**src/rtl/etapa_mem.sv**
```systemverilog
// Vector memory stage: ALU passthrough or a single load/store over a req/ack port.
// Define MEM_TIMEOUT_EN to abort ACCESS after TIMEOUT_CYC cycles without ack.
//
// state  | meaning
// IDLE   | accepting instructions; ALU ops retire in one cycle
// ACCESS | memory transaction outstanding, waiting for mem_ack
module etapa_mem #(
  parameter int ADDR_W      = 8,
  parameter int TIMEOUT_CYC = 16
) (
  input  logic              clk,
  input  logic              reset_n,
  input  logic              valid_in,
  input  logic [1:0]        mem_op,
  input  logic [31:0]       alu_result_in,
  input  logic [31:0]       data1_in,
  input  logic [7:0]        inmediate_in,
  input  logic [2:0]        dir_dest_in,
  output logic              stall_out,
  output logic              mem_req,
  output logic              mem_we,
  output logic [ADDR_W-1:0] mem_addr,
  output logic [31:0]       mem_wdata,
  input  logic [31:0]       mem_rdata,
  input  logic              mem_ack,
  output logic              wb_valid,
  output logic              wb_we,
  output logic [31:0]       wb_data,
  output logic [2:0]        wb_dest,
  output logic              mem_err
);

  typedef enum logic {IDLE, ACCESS} state_t;

  state_t              state_q, state_d;
  logic                mem_req_q, mem_req_d;
  logic                mem_we_q, mem_we_d;
  logic [ADDR_W-1:0]   mem_addr_q, mem_addr_d;
  logic [31:0]         mem_wdata_q, mem_wdata_d;
  logic [2:0]          dest_q, dest_d;
  logic                wb_valid_q, wb_valid_d;
  logic                wb_we_q, wb_we_d;
  logic [31:0]         wb_data_q, wb_data_d;
  logic [2:0]          wb_dest_q, wb_dest_d;
  logic                is_mem_op;
  logic                timeout_hit;
  logic [ADDR_W+7:0]   imm_ext;

  // Zero-extend then keep the low ADDR_W bits: covers both wider and narrower address buses.
  assign imm_ext   = {{ADDR_W{1'b0}}, inmediate_in};
  assign is_mem_op = (mem_op == 2'b01) || (mem_op == 2'b10);

`ifdef MEM_TIMEOUT_EN
  localparam int CNT_W = (TIMEOUT_CYC > 2) ? $clog2(TIMEOUT_CYC) : 1;

  logic [CNT_W-1:0] cnt_q;
  logic             mem_err_q;

  assign timeout_hit = (cnt_q == CNT_W'(TIMEOUT_CYC - 1));

  always_ff @(posedge clk or negedge reset_n) begin
    if (!reset_n) begin
      cnt_q     <= '0;
      mem_err_q <= 1'b0;
    end else if (state_q == ACCESS) begin
      cnt_q <= cnt_q + 1'b1;
      if (!mem_ack && timeout_hit) mem_err_q <= 1'b1;
    end else begin
      cnt_q <= '0;
    end
  end

  assign mem_err = mem_err_q;
`else
  logic unused_timeout_cfg;
  assign unused_timeout_cfg = |TIMEOUT_CYC;
  assign timeout_hit        = 1'b0;
  assign mem_err            = 1'b0;
`endif

  always_comb begin
    state_d     = state_q;
    mem_req_d   = mem_req_q;
    mem_we_d    = mem_we_q;
    mem_addr_d  = mem_addr_q;
    mem_wdata_d = mem_wdata_q;
    dest_d      = dest_q;
    wb_valid_d  = 1'b0;
    wb_we_d     = 1'b0;
    wb_data_d   = wb_data_q;
    wb_dest_d   = wb_dest_q;
    stall_out   = 1'b0;
    case (state_q)
      IDLE: begin
        if (valid_in) begin
          if (is_mem_op) begin
            stall_out   = 1'b1;
            state_d     = ACCESS;
            mem_req_d   = 1'b1;
            mem_we_d    = mem_op[1];
            mem_addr_d  = imm_ext[ADDR_W-1:0];
            mem_wdata_d = data1_in;
            dest_d      = dir_dest_in;
          end else begin
            wb_valid_d = 1'b1;
            wb_we_d    = 1'b1;
            wb_data_d  = alu_result_in;
            wb_dest_d  = dir_dest_in;
          end
        end
      end
      ACCESS: begin
        stall_out = !mem_ack && !timeout_hit;
        if (mem_ack) begin
          state_d    = IDLE;
          mem_req_d  = 1'b0;
          wb_valid_d = 1'b1;
          wb_we_d    = !mem_we_q;
          wb_dest_d  = dest_q;
          if (!mem_we_q) wb_data_d = mem_rdata;
        end else if (timeout_hit) begin
          state_d    = IDLE;
          mem_req_d  = 1'b0;
          wb_valid_d = 1'b1;
          wb_dest_d  = dest_q;
        end
      end
      default: state_d = IDLE;
    endcase
  end

  always_ff @(posedge clk or negedge reset_n) begin
    if (!reset_n) begin
      state_q     <= IDLE;
      mem_req_q   <= 1'b0;
      mem_we_q    <= 1'b0;
      mem_addr_q  <= '0;
      mem_wdata_q <= '0;
      dest_q      <= '0;
      wb_valid_q  <= 1'b0;
      wb_we_q     <= 1'b0;
      wb_data_q   <= '0;
      wb_dest_q   <= '0;
    end else begin
      state_q     <= state_d;
      mem_req_q   <= mem_req_d;
      mem_we_q    <= mem_we_d;
      mem_addr_q  <= mem_addr_d;
      mem_wdata_q <= mem_wdata_d;
      dest_q      <= dest_d;
      wb_valid_q  <= wb_valid_d;
      wb_we_q     <= wb_we_d;
      wb_data_q   <= wb_data_d;
      wb_dest_q   <= wb_dest_d;
    end
  end

  assign mem_req   = mem_req_q;
  assign mem_we    = mem_we_q;
  assign mem_addr  = mem_addr_q;
  assign mem_wdata = mem_wdata_q;
  assign wb_valid  = wb_valid_q;
  assign wb_we     = wb_we_q;
  assign wb_data   = wb_data_q;
  assign wb_dest   = wb_dest_q;

endmodule

```
**config.mk**
```make
export PLATFORM = sky130hd
export DESIGN_NAME = etapa_mem
export DESIGN_NICKNAME = d
export VERILOG_FILES = /design/src/rtl/etapa_mem.sv
export SDC_FILE = /design/constraint.sdc
export NUM_CORES = 1
export LEC_CHECK = 0
export CORE_ASPECT_RATIO = 1.5
export CORE_MARGIN = 10
export CORE_UTILIZATION = 40
export CTS_CLUSTER_DIAMETER = 60
export CTS_CLUSTER_SIZE = 16
export DETAILED_ROUTE_END_ITERATION = 12
export GPL_ROUTABILITY_DRIVEN = 0
export PLACE_DENSITY = 0.89
export SLEW_MARGIN = 20
export SYNTH_ARGS = -nofsm -noshare
export SYNTH_HDL_FRONTEND = slang
export SYNTH_SLANG_ARGS = --single-unit
```
**constraint.sdc**
```tcl
create_clock -name clk -period 4.6 [get_ports clk]
set_input_delay 0.92 -clock clk [delete_from_list [all_inputs] [get_ports clk]]
set_output_delay 0.92 -clock clk [all_outputs]
set_load 0.02 [all_outputs]
```
# Word level (Yosys, flattened, before mapping)
# Index checks and enable logic that the tools add are counted.
word_totals:
  ff_bits: 83
  in_bits: 113
  wordCells: 49
op_classes:
  eq_ne: 7
  n_mux: 24
  bitwise_logic: 1
  reduce_logical: 7
op_table:
  columns: ["op", "n"]
  rows:
  - ["32-bit two-way mux", 4]
  - ["32-bit case mux with 2 select lines", 1]
  - ["1-bit two-way mux", 10]
  - ["2-bit != test (second input constant)", 5]
  - ["1-bit case mux with 2 select lines", 5]
  - ["3-bit two-way mux", 3]
  - ["3-bit AND reduction", 3]
  - ["3-bit case mux with 2 select lines", 1]
  - ["4-bit AND reduction", 1]
  - ["2-bit by 1-bit equality test with 1-bit output (second input constant)", 1]
  - ["2-bit equality test (second input constant)", 1]
  - ["1-bit logical NOT", 2]
  - ["1-bit logical OR", 1]
  - ["1-bit inverter", 1]

# Longest topological paths before layout
# Gate-level depths: netlist of run 1.
logic_depth:
  ltp_word: 5
  ltp_mapped: 5
  mapped_depth_nobuf: 3

# Worst setup path after synthesis of run 1
# OpenSTA, ideal clock, no wires.
synth_timing:
  path_kind: "in2out"
  start: "input port mem_op[1]"
  end: "output port stall_out"
  arrival_time_ns: 1.814
  required_time_ns: 3.680
  path_slack_ns: 1.866
  cell_stages: 5
  n_path_buf: 2
  path_cell_list: "xor2_1 nor2b_4 buf_12 buf_12 a21o_1"
synth_via:
  elab_chain_cells: 5
  word_cells_on_any_way: 6
synth_lines:
  columns: ["element", "line_no", "source"]
  rows:
  - ["from (decl)", "14", "input logic [1:0] mem_op,"]
  - ["2-bit by 1-bit equality test with 1-bit output or 2-bit equality test (tied branches)", "51", "assign is_mem_op = (mem_op == 2'b01) || (mem_op == 2'b10);"]
  - ["1-bit logical OR *", "51", null]
  - ["1-bit two-way mux *", "96", "if (is_mem_op) begin"]
  - ["1-bit two-way mux *", "95", "if (valid_in) begin"]
  - ["1-bit case mux with 2 select lines *", "93", "case (state_q)"]
  - ["to (decl)", "19", "output logic stall_out,"]
# Every way passes the cells marked *; elsewhere a longest branch is shown, timed or not.

# Worst setup path in the final report of run 1
layout_timing:
  start: "input port mem_op[0]"
  end: "output port stall_out"
# The elaborated chain is that of the path after synthesis.

==> flow_summary.ini, run 1 <==
[pwr]
peakVddDrop_uv = 326
clock_power_share = 0.221
switching_share = 0.313
pwr-share-seq = 0.347
finalPower_w = 0.00320
p_leak_nw = 2.49
p_per_area_nw_per_um2 = 535
p_switching_w = 0.000999
combPwrFrac = 0.431
internal-power_w = 0.00220

[die]
start_util = 0.408
coreArea_um2 = 9200
die_area_um2 = 13700
num_io_pins = 194
die_x_um = 99.1
die_y_um = 139
rows = 43

[clock_network]
cts_buffer_depth = 2
htree_levels = 3
cts.reportedPaths.clkPinSlew_ps = 60
clkSinkCount = 83
cts_resized = 0
hold_buffers = 0
insertion_delay_ps = 330
root_buffer = clkbuf_16
cts_made_buffers = 9
cts_tree = yes
cts_setup_buffers = 0

[drt]
routed_wl_mm = 10.2
dr.pass1.iters = 4
postRouteAntennaNets = 0
post_drt_wl_per_cell_um = 19.3
drtIter0Drc = 35
routed-via-count = 2519
drc = 0
detail_route.vias_per_cell = 4.74

[synth]
ys_ff_latch = 83
synth_nets = 335
synth_warnings = 0
seq_area_frac_synth = 0.553
synth_cells = 222
synth-main-ff-cell = dfrtp_1
synth_area_um2 = 3750
async_flop_share = 1.00
synthTopCellsByCount = dfrtp_1 (83), mux2_2 (75), mux2_4 (38)
yosysTopAreaCell = dfrtp_1
ys_types = 19
yosysMostFrequentCell = dfrtp_1
synth_top_area_frac = 0.553
synth_edf_count = 0
syn_area_per_cell_um2 = 16.9
synth.area.top_cells = dfrtp_1 (55%), mux2_2 (22%), mux2_4 (15%)

[run]
max_cap_violations = 0

[worst_setup_path]
worstPathMaxFanout = 3
cpMaxStageDelayCell = clkdlybuf4s50_1
r2r_cells = 4
cp-start-kind = input pin
crit_arrival_ps = 2710
cp_common_cell = clkdlybuf4s50_1
crit_start = mem_op[0]
worstPathRequired_ps = 3680
crit_buf_inv = 2
cp_num_cells = 5
crit_family = buffers and inverters
crit_type = in2out
max_stage_delay_ps = 600
r2r_start = state_q
worstPathCellList = clkdlybuf4s50_1 > xor2_1 > nor2b_4 > a21o_1 > clkdlybuf4s50_1
r2r_slack_ps = 2250
worstReg2RegEnd = wb_data[5]
worstSetupEndpointType = output port

[cells_and_area]
antennaDiodeCount = 0
fillCellCount = 688
drive_gt1_frac = 0.315
final_nets = 527
final_area_um2 = 5970
areaGrowthSynthToFinish_pct = 59.1

[global_route]
grt_pass1_wl_mm = 16.2
grt_pass1_vias = 2958
gr-total-overflow = 0
grt_max_degree = 84
antenna_found_initial = 0
gr-usage-all-layers = 0.148

[worst_hold_path]
hold_path_class = reg2reg
holdPathStages = 1
min_from = mem_req
min_to = mem_req

[sta]
period_needed_ps = 3630
drv_slew = 0
max_freq_mhz = 276
tns_ps = 0
slew_headroom = 0.298
finalCritPeriodShare = 0.789
skew_ps = 4.73
setup_viol_count_final = 0
hold_viol_final = 0
grt_setup_unrepaired = false
tightest_slew_ps = 1050

[placed_design]
post_dp_cell_area_um2 = 5670
port_buffers = 192
place_hpwl_mm = 8.12

[run_status]
status = finished, final reports clean
## cells in the final DEF, fill, tap and decap left out
| master | instances |
|---|---|
| mux2_2 | 75 |
| clkbuf_1 | 3 |
| buf_4 | 2 |
| mux2_4 | 38 |
| a22o_1 | 1 |
| clkinvlp_4 | 1 |
| clkdlybuf4s50_1 | 191 |
| nand2b_2 | 1 |
| conb_1 | 1 |
| buf_6 | 1 |
| nand2_1 | 1 |
| bufinv_16 | 1 |
| inv_6 | 1 |
| o21ai_1 | 1 |
| a21o_1 | 2 |
| xor2_1 | 1 |
| clkbuf_8 | 1 |
| nand3b_1 | 1 |
| o22ai_4 | 1 |
| clkbuf_16 | 9 |
| dfrtp_1 | 83 |
| inv_1 | 1 |
| nor2b_4 | 1 |
| o21bai_1 | 1 |
## power groups by stage
stage / Clock (W) / Sequential (W) / Combinational, W
2_1_floorplan: 0 / 0.00141 / 0.000415
3_3_place_gp: 0 / 0.00110 / 0.00138
3_5_place_dp: 0 / 0.00112 / 0.00140
4_1_cts: 0.000730 / 0.00111 / 0.00140
5_1_grt: 0.000767 / 0.00114 / 0.00145
6_report: 0.000707 / 0.00111 / 0.00138
## cells by family after synthesis
group / count (synthesis) / share of synthesized area
other: 1 / 0.000999
AOI/OAI and AO/OA: 6 / 0.0130
DFF: 83 / 0.553
and+or+nand+nor: 4 / 0.00900
buffers and inverters: 14 / 0.0446
xor gates and xnor gates: 1 / 0.00233
muxes: 113 / 0.377
## worst register-to-register path, cell delays in order, from the launching register on
cell	delay, ps
dfrtp_1	340
buf_4	400
nand2_1	220
o22ai_4	830
mux2_2	440
## area by class of cell
cell class / instances / area (µm²) / area share
Clock buffer: 13 / 250 / 0.0419
Timing Repair Buffer: 194 / 1940 / 0.324
Clock inverter: 3 / 46.3 / 0.00775
Sequential cell: 83 / 2080 / 0.348
Inverter: 1 / 3.75 / 0.000628
Tap cell: 112 / 140 / 0.0235
Multi-Input combinational cell: 125 / 1520 / 0.254
## routing by layer
metal  wire (µm)  vias to the layer above  share of wire  GRT usage
li1            -                     1171              -          -
met1        3280                     1250           0.32      0.134
met2        5980                       90           0.58      0.282
met3         806                        8          0.079     0.0569
met4         165                        0          0.016     0.0545
met5           0                        -              0          0
## how the worst max path moves through the flow
stage,to
after floorplan,stall_out
after global placement,stall_out
after detailed placement,stall_out
after CTS,stall_out
after global routing,stall_out
final,stall_out
## per-stage QoR
| stage | std cells | util | hold slack, ps | worst slack (ps) |
|---|---|---|---|---|
| 6_report | 531 | 0.649 | 498 | 972 |
| 5_1_grt | 531 | 0.649 | 518 | 849 |
| 4_1_cts | 531 | 0.649 | 503 | 967 |
| 3_5_place_dp | 515 | 0.617 | 491 | 981 |
| 3_3_place_gp | 515 | 0.617 | 459 | 1010 |
| 2_1_floorplan | 222 | - | 475 | 1870 |
## registers in the layout, indices dropped and copies added, names as in the netlist
register / flops
mem_wdata: 32
wb_dest: 3
wb_data: 32
mem_req: 1
wb_we: 1
mem_addr: 8
wb_valid: 1
state_q: 1
dest_q: 3
mem_we: 1
Power figures use the tool's default switching activity.
==> run 2: changes to the inputs <==
--- a/config.mk
+++ b/config.mk
@@ -7,12 +7,12 @@
 export LEC_CHECK = 0
 export CORE_ASPECT_RATIO = 1.5
 export CORE_MARGIN = 10
-export CORE_UTILIZATION = 40
+export CORE_UTILIZATION = 36
 export CTS_CLUSTER_DIAMETER = 60
 export CTS_CLUSTER_SIZE = 16
 export DETAILED_ROUTE_END_ITERATION = 12
 export GPL_ROUTABILITY_DRIVEN = 0
-export PLACE_DENSITY = 0.89
+export PLACE_DENSITY = 0.85
 export SLEW_MARGIN = 20
 export SYNTH_ARGS = -nofsm -noshare
 export SYNTH_HDL_FRONTEND = slang
==> constraint.sdc (replaced) <==
create_clock -name clk -period 2.95 [get_ports clk]
set_input_delay 0.59 -clock clk [delete_from_list [all_inputs] [get_ports clk]]
set_output_delay 0.59 -clock clk [all_outputs]
set_load 0.02 [all_outputs]
==> run 2 against run 1 <==
Sequential power rose by 56%; flip-flop and latch count unchanged; critical endpoint unchanged; total power is 62% higher; die area increased by 9.1%; sequential share of layout area is 0.64 points lower; setup slack got worse by 830 ps; combinational power grew 57%; final cell count is 6.2% higher; via count increased by 2.1%.
==> flow_summary.ini, run 2 (synthesis results as in run 1) <==
[die]
num_io_pins = 194
die_x_um = 103
coreArea_um2 = 10200
start_util = 0.368
die_y_um = 145
die_area_um2 = 15000
rows = 45

[worst_setup_path]
worstPathMaxFanout = 3
crit_arrival_ps = 2220
cpMaxStageDelayCell = clkdlybuf4s50_1
worstPathCellList = clkdlybuf4s50_1 > xor2_1 > nor2b_4 > a21o_1 > clkdlybuf4s50_1
crit_family = buffers and inverters
crit_start = mem_op[0]
r2r_start = state_q
cp_common_cell = clkdlybuf4s50_1
r2r_slack_ps = 990
crit_type = in2out
r2r_cells = 5
worstReg2RegEnd = wb_data[19]
crit_end = stall_out
worstSetupEndpointType = output port
max_stage_delay_ps = 610
worstPathRequired_ps = 2360
cp_num_cells = 5
cp-start-kind = input pin
crit_buf_inv = 2

[sta]
setup_viol_count_final = 0
finalCritPeriodShare = 0.952
tightest_slew_ps = 777
drv_slew = 0
slew_headroom = 0.482
period_needed_ps = 2810
whs_ps = 310
tns_ps = 0
hold_viol_final = 0
max_freq_mhz = 356
skew_ps = 7.71
grt_setup_unrepaired = false

[run]
max_cap_violations = 0

[drt]
routed_wl_mm = 10.9
post_drt_wl_per_cell_um = 19.4
detail_route.vias_per_cell = 4.56
dr.pass1.iters = 2
postRouteAntennaNets = 0
drtIter0Drc = 48
drc = 0
routed-via-count = 2572

[pwr]
p_leak_nw = 2.53
p_per_area_nw_per_um2 = 853
peakVddDrop_uv = 390

[cells_and_area]
fillCellCount = 806
final_cell_mix = clkdlybuf4s50_1 (191), dfrtp_1 (83), mux2_2 (75)
final_area_um2 = 6090
multi_input_area_um2 = 1520
drive_gt1_frac = 0.327
final_common_cell = clkdlybuf4s50_1
areaGrowthSynthToFinish_pct = 62.1
final_nets = 530
seq_area_um2 = 2080

[clock_network]
cts_made_buffers = 9
clkSinkCount = 83
cts.reportedPaths.clkPinSlew_ps = 70
insertion_delay_ps = 330
root_buffer = clkbuf_16
cts_resized = 0
cts_buffer_depth = 2
cts_tree = yes
htree_levels = 3
hold_buffers = 0
cts_setup_buffers = 0

[placed_design]
place_hpwl_mm = 8.71
port_buffers = 192
post_dp_cell_area_um2 = 5730

[global_route]
antenna_found_initial = 1
grt_pass1_wl_mm = 16.9
gr-total-overflow = 0
grt_max_degree = 84
grt_pass1_vias = 3028
gr-usage-all-layers = 0.146

[worst_hold_path]
hold_path_class = in2async

[run_status]
status = finished, final reports clean
==> run 2: cell types whose count changed in the layout (fill, tap and decap cells not counted), sizes merged <==
cell,previous run,this run
diode,0,1
inv,2,3
clkinv,0,1
buf,3,6
bufinv,1,3
clkbuf,13,9
==> run 2: how the worst min path moves through the flow <==
stage,to,slack (ps)
2_1_floorplan,dest_q[0],290
3_3_place_gp,mem_req,480
3_5_place_dp,mem_req,490
4_1_cts,mem_wdata[29],480
5_1_grt,mem_addr[0],370
6_report,mem_wdata[28],310
==> run 2: layout make-up <==
type | count | share of cell area
multi-input combinational | 125 | 0.249
antenna | 1 | 0.000411
clock buffer | 9 | 0.0370
clock inverter | 7 | 0.0201
tap | 141 | 0.0290
inverter | 1 | 0.000617
sequential | 83 | 0.341
timing repair buffer | 197 | 0.322
==> run 2: power by group <==
| part | total [W] | internal [W] | switching [W] | leakage (nW) |
|---|---|---|---|---|
| Combinational | 0.00217 | 0.00122 | 0.000943 | 1.39 |
| Sequential | 0.00173 | 0.00152 | 0.000207 | 0.976 |
| Clock | 0.00129 | 0.000834 | 0.000460 | 0.168 |
| Total | 0.00519 | 0.00358 | 0.00161 | 2.53 |
==> run 2: per-layer routing <==
metal  track usage  vias to the layer above  routed length (µm)
met5             0                        -                   0
met4        0.0796                        0                 367
li1              -                     1183                   -
met2         0.277                       93                6380
met3        0.0380                       19                 800
met1         0.132                     1277                3390
==> run 2: per-stage QoR <==
step                      utilization  cells  power, W  setup WS, ps
after floorplan                     -    222   0.00284           876
after global routing            0.597    564   0.00542          60.9
after CTS                       0.597    563   0.00527           121
final                           0.597    564   0.00519           140
after detailed placement        0.562    547   0.00395           127
after global placement          0.562    547   0.00389           196
